**src/rtl/riot_arbiter.sv**
```systemverilog
// riot_arbiter: shares one 6532 RIOT bus between a CPU-side requester (0) and
// a debug/DMA-side requester (1) with round-robin arbitration. Every access
// runs IDLE -> SETUP -> ACCESS (1+WAIT_STATES cycles) -> DONE. All RIOT pins
// are registered, so REQ never reaches them combinationally.
//
// Handshake: a requester raises REQx with WEx/ADDRx/WDATAx stable and keeps
// them until ACKx. ACKx is a one-cycle pulse in DONE, and RDATA is valid in
// that same cycle. Fields are latched at grant, so later changes are ignored.
// A REQx still high in the IDLE after DONE is taken as a new request.
module riot_arbiter #(
    parameter int unsigned WAIT_STATES = 0
) (
    input  logic       CLK,
    input  logic       RES_N,
    input  logic       REQ0,
    input  logic       REQ1,
    input  logic       WE0,
    input  logic       WE1,
    input  logic [7:0] ADDR0,
    input  logic [7:0] ADDR1,
    input  logic [7:0] WDATA0,
    input  logic [7:0] WDATA1,
    output logic       ACK0,
    output logic       ACK1,
    output logic [7:0] RDATA,
    output logic       BUSY,
    output logic [1:0] RIOT_CS,
    output logic       RIOT_RS_N,
    output logic [6:0] RIOT_A,
    output logic       RIOT_RW,
    output logic [7:0] RIOT_DIN,
    input  logic [7:0] RIOT_DOUT,
    output logic [1:0] DBG_STATE
);

    typedef enum logic [1:0] {
        IDLE   = 2'd0,
        SETUP  = 2'd1,
        ACCESS = 2'd2,
        DONE   = 2'd3
    } state_t;

    // {CS2_N, CS1}: only CS_ON actually selects the chip.
    localparam logic [1:0] CS_ON  = 2'b01;
    localparam logic [1:0] CS_OFF = 2'b10;
    localparam logic [3:0] WS     = 4'(WAIT_STATES);

    state_t     state;
    logic       last_grant;
    logic       grant;
    logic       we_q;
    logic [3:0] wcnt;

    logic       pick;
    logic       pick_we;
    logic [7:0] pick_addr;
    logic [7:0] pick_wdata;

    assign DBG_STATE = state;

    // Round-robin choice: a lone requester wins, a tie goes to the one not served last.
    always_comb begin
        pick = REQ1;
        if (REQ0 && REQ1) begin
            pick = ~last_grant;
        end
        pick_we    = pick ? WE1    : WE0;
        pick_addr  = pick ? ADDR1  : ADDR0;
        pick_wdata = pick ? WDATA1 : WDATA0;
    end

    // Access sequencer; bus registers keep their values after DONE.
    always_ff @(posedge CLK or negedge RES_N) begin
        if (!RES_N) begin
            state      <= IDLE;
            last_grant <= 1'b1;
            grant      <= 1'b0;
            we_q       <= 1'b0;
            wcnt       <= 4'd0;
            ACK0       <= 1'b0;
            ACK1       <= 1'b0;
            RDATA      <= 8'h00;
            BUSY       <= 1'b0;
            RIOT_CS    <= CS_OFF;
            RIOT_RS_N  <= 1'b1;
            RIOT_A     <= 7'd0;
            RIOT_RW    <= 1'b1;
            RIOT_DIN   <= 8'h00;
        end else begin
            case (state)
                IDLE: begin
                    if (REQ0 || REQ1) begin
                        grant      <= pick;
                        last_grant <= pick;
                        we_q       <= pick_we;
                        RIOT_RS_N  <= pick_addr[7];
                        RIOT_A     <= pick_addr[6:0];
                        RIOT_DIN   <= pick_wdata;
                        RIOT_RW    <= ~pick_we;
                        BUSY       <= 1'b1;
                        state      <= SETUP;
                    end
                end
                SETUP: begin
                    wcnt    <= WS;
                    RIOT_CS <= CS_ON;
                    state   <= ACCESS;
                end
                ACCESS: begin
                    if (wcnt == 4'd0) begin
                        // This edge commits a write on the RIOT side or samples read data.
                        if (!we_q) begin
                            RDATA <= RIOT_DOUT;
                        end
                        RIOT_CS <= CS_OFF;
                        RIOT_RW <= 1'b1;
                        ACK0    <= ~grant;
                        ACK1    <= grant;
                        state   <= DONE;
                    end else begin
                        wcnt <= wcnt - 4'd1;
                    end
                end
                DONE: begin
                    ACK0  <= 1'b0;
                    ACK1  <= 1'b0;
                    BUSY  <= 1'b0;
                    state <= IDLE;
                end
                default: state <= IDLE;
            endcase
        end
    end

endmodule

```
**config.mk**
```make
export PLATFORM = sky130hd
export DESIGN_NAME = riot_arbiter
export DESIGN_NICKNAME = d
export VERILOG_FILES = /design/src/rtl/riot_arbiter.sv
export SDC_FILE = /design/constraint.sdc
export NUM_CORES = 1
export LEC_CHECK = 0
export BUFFER_PORTS_ARGS = -buffer_cell sky130_fd_sc_hd__buf_2
export CORE_MARGIN = 4
export CORE_UTILIZATION = 30
export CTS_BUF_LIST = sky130_fd_sc_hd__clkbuf_8
export DETAILED_ROUTE_END_ITERATION = 8
export MAX_ROUTING_LAYER = met4
export PLACE_DENSITY = 0.55
export SETUP_SLACK_MARGIN = 0.2
export SYNTH_ARGS = -nofsm -noshare
export SYNTH_HDL_FRONTEND = slang
export SYNTH_SLANG_ARGS = --single-unit
```
**constraint.sdc**
```tcl
create_clock -name CLK -period 2.45 [get_ports CLK]
set_clock_uncertainty 0.15 [all_clocks]
set_input_delay 0.49 -clock CLK [delete_from_list [all_inputs] [get_ports CLK]]
set_output_delay 0.49 -clock CLK [all_outputs]
set_load 0.005 [all_outputs]
```
# Word-level counts from Yosys, hierarchy flattened
# Index checks and enable logic that the tools add are counted.
[word_totals]
reg_bits = 39
input_bits = 46
word_cells = 61
[op_classes]
add_sub_neg = 1
n_eq_ne = 6
n_mux = 20
bitwise = 4
n_reduce_logical = 16
[ops]
columns = ["op", "n"]
rows = [
  ["$mux 8", 2],
  ["$reduce_and 2->1", 6],
  ["$pmux 1 s2", 4],
  ["$pmux 2 s4", 1],
  ["$pmux 4 s2", 1],
  ["$reduce_bool 2->1", 4],
  ["$mux 1", 7],
  ["$mux 2", 3],
  ["$ne 2x2->1 const B", 3],
  ["$reduce_and 3->1", 2],
  ["$eq 2x2->1 const B", 2],
  ["$logic_not 4->1", 1],
  ["$mux 4", 1],
  ["$not 1->1", 4],
  ["$pmux 2 s2", 1],
  ["$sub 4x1->4 const B", 1],
  ["$eq 2x1->1 const B", 1],
  ["$logic_not 2->1", 1],
  ["$logic_and 1x1->1", 1],
  ["$logic_or 1x1->1", 1],
]

# Depth between registers and ports, before layout
# Gate-level depths: netlist of run 1.
[depth]
ltp_word = 6
ltp_mapped = 7

# Worst setup path after synthesis of run 1
# No wires, ideal clock.
[synth_path]
kind = "flip-flop to flip-flop"
from = "register wcnt[0]"
to = "register ACK0"
setup_time_ps = 121
t_arrival_ps = 1565
required_time_ps = 2179
setup_slack_ps = 614
path_stages_with_launch = 6
synth_period_minus_slack_ps = 1836
path_cell_list = "dfrtp_1 inv_1 ha_1 nor3b_4 mux2_2 a22o_1"
[synth_between]
elab_chain_len = 3
[synth_lines]
columns = ["element", "line_no", "source"]
rows = [
  ["from (decl)", "52", "logic [3:0] wcnt;"],
  ["from (signal assigned)", "121", "wcnt <= wcnt - 4'd1;"],
  ["$logic_not 4->1", "110", "if (wcnt == 4'd0) begin"],
  ["$ne 2x2->1 (no source line)", "--", ""],
  ["$reduce_and 2->1 (no source line)", "--", ""],
  ["to (signal assigned)", "117", "ACK0 <= ~grant;"],
  ["to (decl)", "23", "output logic ACK0,"],
]
# Every way passes these cells.
# A chain may end at the register's enable or synchronous reset.

# Worst setup path after layout of run 1
[layout_path]
from = "register state[0], in the netlist DBG_STATE[0]"
to = "register RDATA[6]"
[layout_between]
elab_chain_len = 2
[layout_lines]
columns = ["element", "line_no", "source"]
rows = [
  ["from (decl)", "48", "state_t state;"],
  ["from (signal assigned)", "75", "state <= IDLE;"],
  ["from (signal assigned)", "101", "state <= SETUP;"],
  ["from (signal assigned)", "107", "state <= ACCESS;"],
  ["$eq 2x2->1", "90", "case (state)"],
  ["$reduce_and 3->1 (no source line)", "--", ""],
  ["to (signal assigned)", "82", "RDATA <= 8'h00;"],
  ["to (signal assigned)", "113", "RDATA <= RIOT_DOUT;"],
  ["to (decl)", "25", "output logic [7:0] RDATA,"],
]
# Every way passes these cells.

==> metrics, run 1 <==
Vias per Instance=4.51; final period utilization=81.7%; Post-Synth XOR/XNOR Area=0%; status=complete, no violations; Reg power frac=40.6%; commonest non-fill, non-tap cell in the layout=buf_2; vias after detailed routing=1458; Synth warnings=0; clk sinks=39; TritonCTS buffer count=5; Top FF cell, synth=dfrtp_1; CTS HTree Levels=2; WHS=95.8 ps; leakage=0.00128 uW; I/O pins=78; final number of hold-violating endpoints=0; pre-CTS setup slack=440 ps; Wirelength per Cell=13.1 um; switching portion of total power=33.5%; HPWL after detailed placement=3150 um; Clock Latency Late Sink=290 ps; Final min period=2000 ps; site row count=28; layout cells sized above 1=45.2%; Slowest-stage cell, CP=ha_1; Routability Congestion=0.685; clock share of power=20.1%; most frequent cells in the layout=buf_2 (77), dfrtp_1 (35), mux2i_1 (20), nand2_1 (20), o21ai_0 (20); Post-route DRC=0; asr flop ratio synth=100%; 1st-iter DRT viols=33; register area share after synthesis=51.6%; Syn Std Cell Area=1900 um2; initial antenna violation count=0; total chip power=2760 uW; ANT nets after route=0; post-CTS sizing=0; postcts setup bufs=0; first-pass GRT wire length=6780 um; number of max-cap violations=0; Synthesized Nets=218; Synth Area in Compound Gates=12.6%; Worst setup SP type=register; grt ovf=0; Routed Wire Length=4220 um; Comb power frac=39.3%; RSZ-0062 raised after global routing=false; Critical Path Fanout Max=18; CTS tree=built; largest net degree at the start of global routing=40; syn avg cell area=11.4 um2; port buffer count=77; Unique masters post-synth=35; Synth Area in Simple Gates=10.9%; Core Area=6030 um2; CP Capture Type=register; post-synthesis register bit count=39; Slew Limit Fails=0; Tightest Pin Transition=720 ps; Diodes inserted=0; post-synthesis mux area share=17.1%; adder-cell share of the synthesized area=3.95%; Die H=87.6 um; die area=7670 um2; largest stage delay on the critical path=630 ps; pwr/cell area=1110 nW/um2; largest family of logic cells by synthesized area=multiplexers; Psw=923 uW; Worst Hold Class=primary input to asynchronous set/reset pin; cells along the critical path=inv_1, ha_1, nand3b_4, mux2_2; drt first pass iters=4; Cell Int Power=1830 uW; final net count=299; Worst IR Drop VDD=0.375 mV; CTS clock-pin slew for the worst setup and hold paths=80 ps; Max Clock Freq=500 MHz; CTS Hold Bufs=0; Arrival @ worst endpoint=2030 ps; kind of critical path=register to register; number of global-route vias before repair=1469; Initial Utilization=31.5%; Synth-to-Final Area Change=30.9%; Die Wd=87.6 um; Post-synth EDFFs=0; final setup violation count=0; total negative slack=0 ps; CP Data Required Time=2480 ps; CTS max path bufs=2; post-route setup slack=449 ps; Post-Synthesis Cells=166; CTS Root Cell=clkbuf_8; Slew HR=52.0%; gr usage total=11.7%
## cell usage after synthesis, types with 2 or more instances
master    number  share of area [%]
dfstp_2        4                5.5
clkbuf_1       4               0.79
nand2_1       20                4.0
nand2b_1       2               0.66
o21ai_0       20                5.3
inv_1          7                1.4
a22o_1         3                1.4
nor3_1         4                1.1
buf_6          2                1.2
ha_1           6                4.0
nor2_1         5               0.99
buf_2          2               0.53
a21o_1         2               0.79
mux2i_1       20                 11
dfrtp_1       35                 46
mux2_2        11                6.5
## layer usage
metal	global-route usage [%]	up-vias	wire (um)
met5	-	-	0
met4	3.77	0	58
met3	3.01	7	318
met2	18.3	56	1860
met1	14.8	650	1980
li1	-	745	-
## layout make-up
type,instances,area [um2]
flip-flops and latches,39,981
multi-input cells,112,845
well taps,75,93.8
clock inverters,2,35.0
clock buffers,6,82.6
fillers,630,3540
inverters,7,26.3
repair buffers,82,423
## logic make-up (layout without fill, tap and decap cells)
family	Yosys count	after routing
AOI/OAI and AO/OA	37	37
muxes	31	31
buffers and inverters	15	97
DFF	39	39
and+or+nand+nor	38	38
adders and majority gates	6	6
## power groups by stage
stage | logic [uW] | clock network, uW | registers, uW
finish | 1080 | 553 | 1120
global route | 1230 | 604 | 1170
CTS | 1110 | 578 | 1130
detailed placement | 1110 | 0 | 1130
global placement | 1080 | 0 | 1130
floorplan | 640 | 0 | 1140
## stage by stage
stage,instance area [um2],utilization (%),instances
after floorplan,1900,-,166
after global placement,2370,39.3,315
after detailed placement,2370,39.3,315
after CTS,2490,41.3,323
after global routing,2490,41.3,323
final,2490,41.3,323
## state kept, by name (all words and copies together) (netlist names)
name / flops
RDATA: 8
RIOT_DIN: 8
RIOT_A: 7
wcnt: 4
DBG_STATE: 2
RIOT_CS: 2
ACK0: 1
ACK1: 1
BUSY: 1
RIOT_RS_N: 1
RIOT_RW: 1
grant: 1
last_grant: 1
we_q: 1
## worst max-delay path: cells and delay by family (launching register included)
family | cells | cell delay, ps
flip-flops | 1 | 430
adder cells (fa/ha/maj) | 1 | 630
AND/OR/NAND/NOR | 1 | 250
multiplexers | 1 | 330
buffers and inverters | 1 | 100
## final timing paths
| check | startpoint | endpoint | slack, ps | cells past startpoint |
|---|---|---|---|---|
| worst max register to register | DBG_STATE[0]$_DFFE_PN0P_ | RDATA[6]$_DFFE_PN0P_ | 450 | 4 |
| worst min register to register | RIOT_CS[1]$_DFFE_PN1P_ | RIOT_CS[1]$_DFFE_PN1P_ | 330 | 2 |
| worst min-delay path | RES_N | RIOT_A[2]$_DFFE_PN0P_ | 100 | 2 |
| min in group CLK | RIOT_DOUT[4] | RDATA[4]$_DFFE_PN0P_ | 280 | 2 |
| max in group asynchronous | RES_N | RIOT_RW$_DFFE_PN1P_ | 1690 | 2 |
| worst max-delay path | DBG_STATE[0]$_DFFE_PN0P_ | RDATA[6]$_DFFE_PN0P_ | 450 | 4 |
Power figures use the tool's default switching activity.
==> inputs of run 2 (changes only) <==
Clock period 2.45 ns to 2.08 ns, I/O delays scaled along.
==> metrics, run 2 (synthesized netlist as in run 1, its figures left out) <==
status=complete, no violations; worst r2r dst=DBG_STATE[1]$_DFFE_PN0P_; TritonCTS buffer count=5 (unchanged); Initial Utilization=31.5% (unchanged); clk sinks=39 (unchanged); crit-path leading delay family=flip-flops; Worst Hold Class=primary input to asynchronous set/reset pin; Crit. path cell count=5 (+1); CP Data Required Time=2110 ps (-370 ps); HPWL after detailed placement=3110 um (-1.2%); Core Area=6030 um2 (unchanged); port buffer count=77 (unchanged); crit path from=wcnt[0]$_DFFE_PN0P_; CTS tree=built; Synth-to-Final Area Change=33.6%; final setup violation count=0 (unchanged); Worst IR Drop VDD=0.459 mV (+23%); RSZ-0062 raised after global routing=false; number of max-cap violations=0 (unchanged); site row count=28 (unchanged); commonest non-fill, non-tap cell in the layout=buf_2; first-pass GRT wire length=6760 um (-0.29%); Critical Path Fanout Max=3 (-15); Multi-input gate area=851 um2 (+0.74%); final net count=304 (+1.7%); largest stage delay on the critical path=400 ps (-230 ps); CP Capture Type=register; 1st-iter DRT viols=38 (+15%); Routed Wire Length=4190 um (-0.71%); I/O pins=78 (unchanged); Vias per Instance=4.50 (-0.24%); largest net degree at the start of global routing=40 (unchanged); flop-to-flop setup slack=260 ps (-180 ps); pwr/cell area=1280 nW/um2 (+16%); Max Clock Freq=551 MHz (+10%); ANT nets after route=0 (unchanged); most frequent cells in the layout=buf_2 (77), dfrtp_1 (35), mux2i_1 (20), nand2_1 (20), o21ai_0 (20); Routability Congestion=0.722 (+5.3%); cells along the critical path=inv_2, ha_2, or3b_4, a22oi_2, mux2_4; Wirelength per Cell=12.8 um (-2.2%); CTS clock-pin slew for the worst setup and hold paths=80 ps (about the same); Diodes inserted=0 (unchanged); number of global-route vias before repair=1448 (-1.4%); layout cells sized above 1=47.4% (+2.3 points); Register Area=981 um2 (unchanged); gr usage total=11.6% (-0.071 points); grt ovf=0 (unchanged); total negative slack=0 ps (unchanged); Top Registers=RDATA x8, RIOT_DIN x8, RIOT_A x7; Slowest-stage cell, CP=dfrtp_1; Slew Limit Fails=0 (unchanged); initial antenna violation count=0 (unchanged); leakage=0.00131 uW (+2.2%); final number of hold-violating endpoints=0 (unchanged); CTS Root Cell=clkbuf_8; final period utilization=87.3% (+5.6 points); Buffers & Inverters on Critical Path=1 (unchanged); kind of critical path=register to register; Slew HR=66.3% (+14 points); RR Startpoint=wcnt[0]$_DFFE_PN0P_; die area=7670 um2 (unchanged); Worst Setup EP=DBG_STATE[1]$_DFFE_PN0P_; CTS max path bufs=2 (unchanged); CTS HTree Levels=2 (unchanged); vias after detailed routing=1477 (+1.3%); Die H=87.6 um (unchanged); Fillers=612 (-2.9%); reg2reg path depth=5 (+1); Tightest Pin Transition=506 ps (-214 ps); Final Util=42.1% (+0.85 points); Final min period=1820 ps (-186 ps); Die Wd=87.6 um (unchanged); Worst setup SP type=register; Clock Latency Late Sink=290 ps (about the same); Post-route DRC=0 (unchanged); Arrival @ worst endpoint=1840 ps (-190 ps); drt first pass iters=4 (unchanged)
-- run 2: cell count changes in the layout (fill, tap and decap cells not counted) --
cell,previous run,this run
clkinv_4,0,1
ha_2,0,1
ha_1,6,5
buf_12,0,1
clkbuf_8,6,5
buf_4,5,9
mux2_2,11,10
inv_2,0,2
mux2_4,0,1
inv_1,7,5
-- run 2: through the flow --
stage	area [um2]	hold WS (ps)	total power (uW)	setup slack, ps	std cells
floorplan	1900	-29.6	2090	244	166
global placement	2400	313	2630	231	317
detailed placement	2400	318	2660	206	317
CTS	2510	33.2	3320	234	325
global route	2540	60.3	3560	208	328
finish	2540	22.7	3260	265	328
-- run 2: cell type report --
type / instances / share of cell area [%]
clock buffers: 5 / 2.71
clock inverters: 3 / 1.73
inverters: 7 / 1.04
multi-input cells: 112 / 33.5
flip-flops and latches: 39 / 38.7
well taps: 75 / 3.70
repair buffers: 87 / 18.6
-- run 2: routing by layer --
layer | track usage, % | vias to the layer above | wire, um
met1 | 14.4 | 664 | 1910
met3 | 3.20 | 6 | 328
met5 | - | - | 0
met4 | 3.77 | 0 | 57
met2 | 18.4 | 56 | 1900
li1 | - | 751 | -
-- run 2: how the worst min path moves through the flow --
stage                                from                 endpoint  slack (ps)  cells after the start
finish                              RES_N  RIOT_DIN[2]$_DFFE_PN0P_          20                      2
floorplan                           RES_N         ACK0$_DFFE_PN0P_         -30                      0
global placement    RIOT_A[3]$_DFFE_PN0P_    RIOT_A[3]$_DFFE_PN0P_         310                      2
detailed placement  RIOT_A[2]$_DFFE_PN0P_    RIOT_A[2]$_DFFE_PN0P_         320                      2
global route                        RES_N         we_q$_DFFE_PN0P_          60                      2
CTS                                 RES_N    RIOT_A[2]$_DFFE_PN0P_          30                      2
-- run 2: timing repair --
action | 4_1_cts | 5_1_grt
setup buffers | 0 | 3
endpoints found under the setup margin | 1 | 2
hold buffers | 0 | 0
gates cloned | 0 | 0
endpoints found under the hold margin | 0 | 0
pin swaps | 0 | 1
gates resized for setup | 3 | 1
-- run 2: where the power goes --
| part | leakage [uW] | switching [uW] | internal, uW |
|---|---|---|---|
| clock | 0.0000581 | 275 | 357 |
| sequential | 0.000475 | 194 | 1120 |
| combinational | 0.000780 | 631 | 683 |
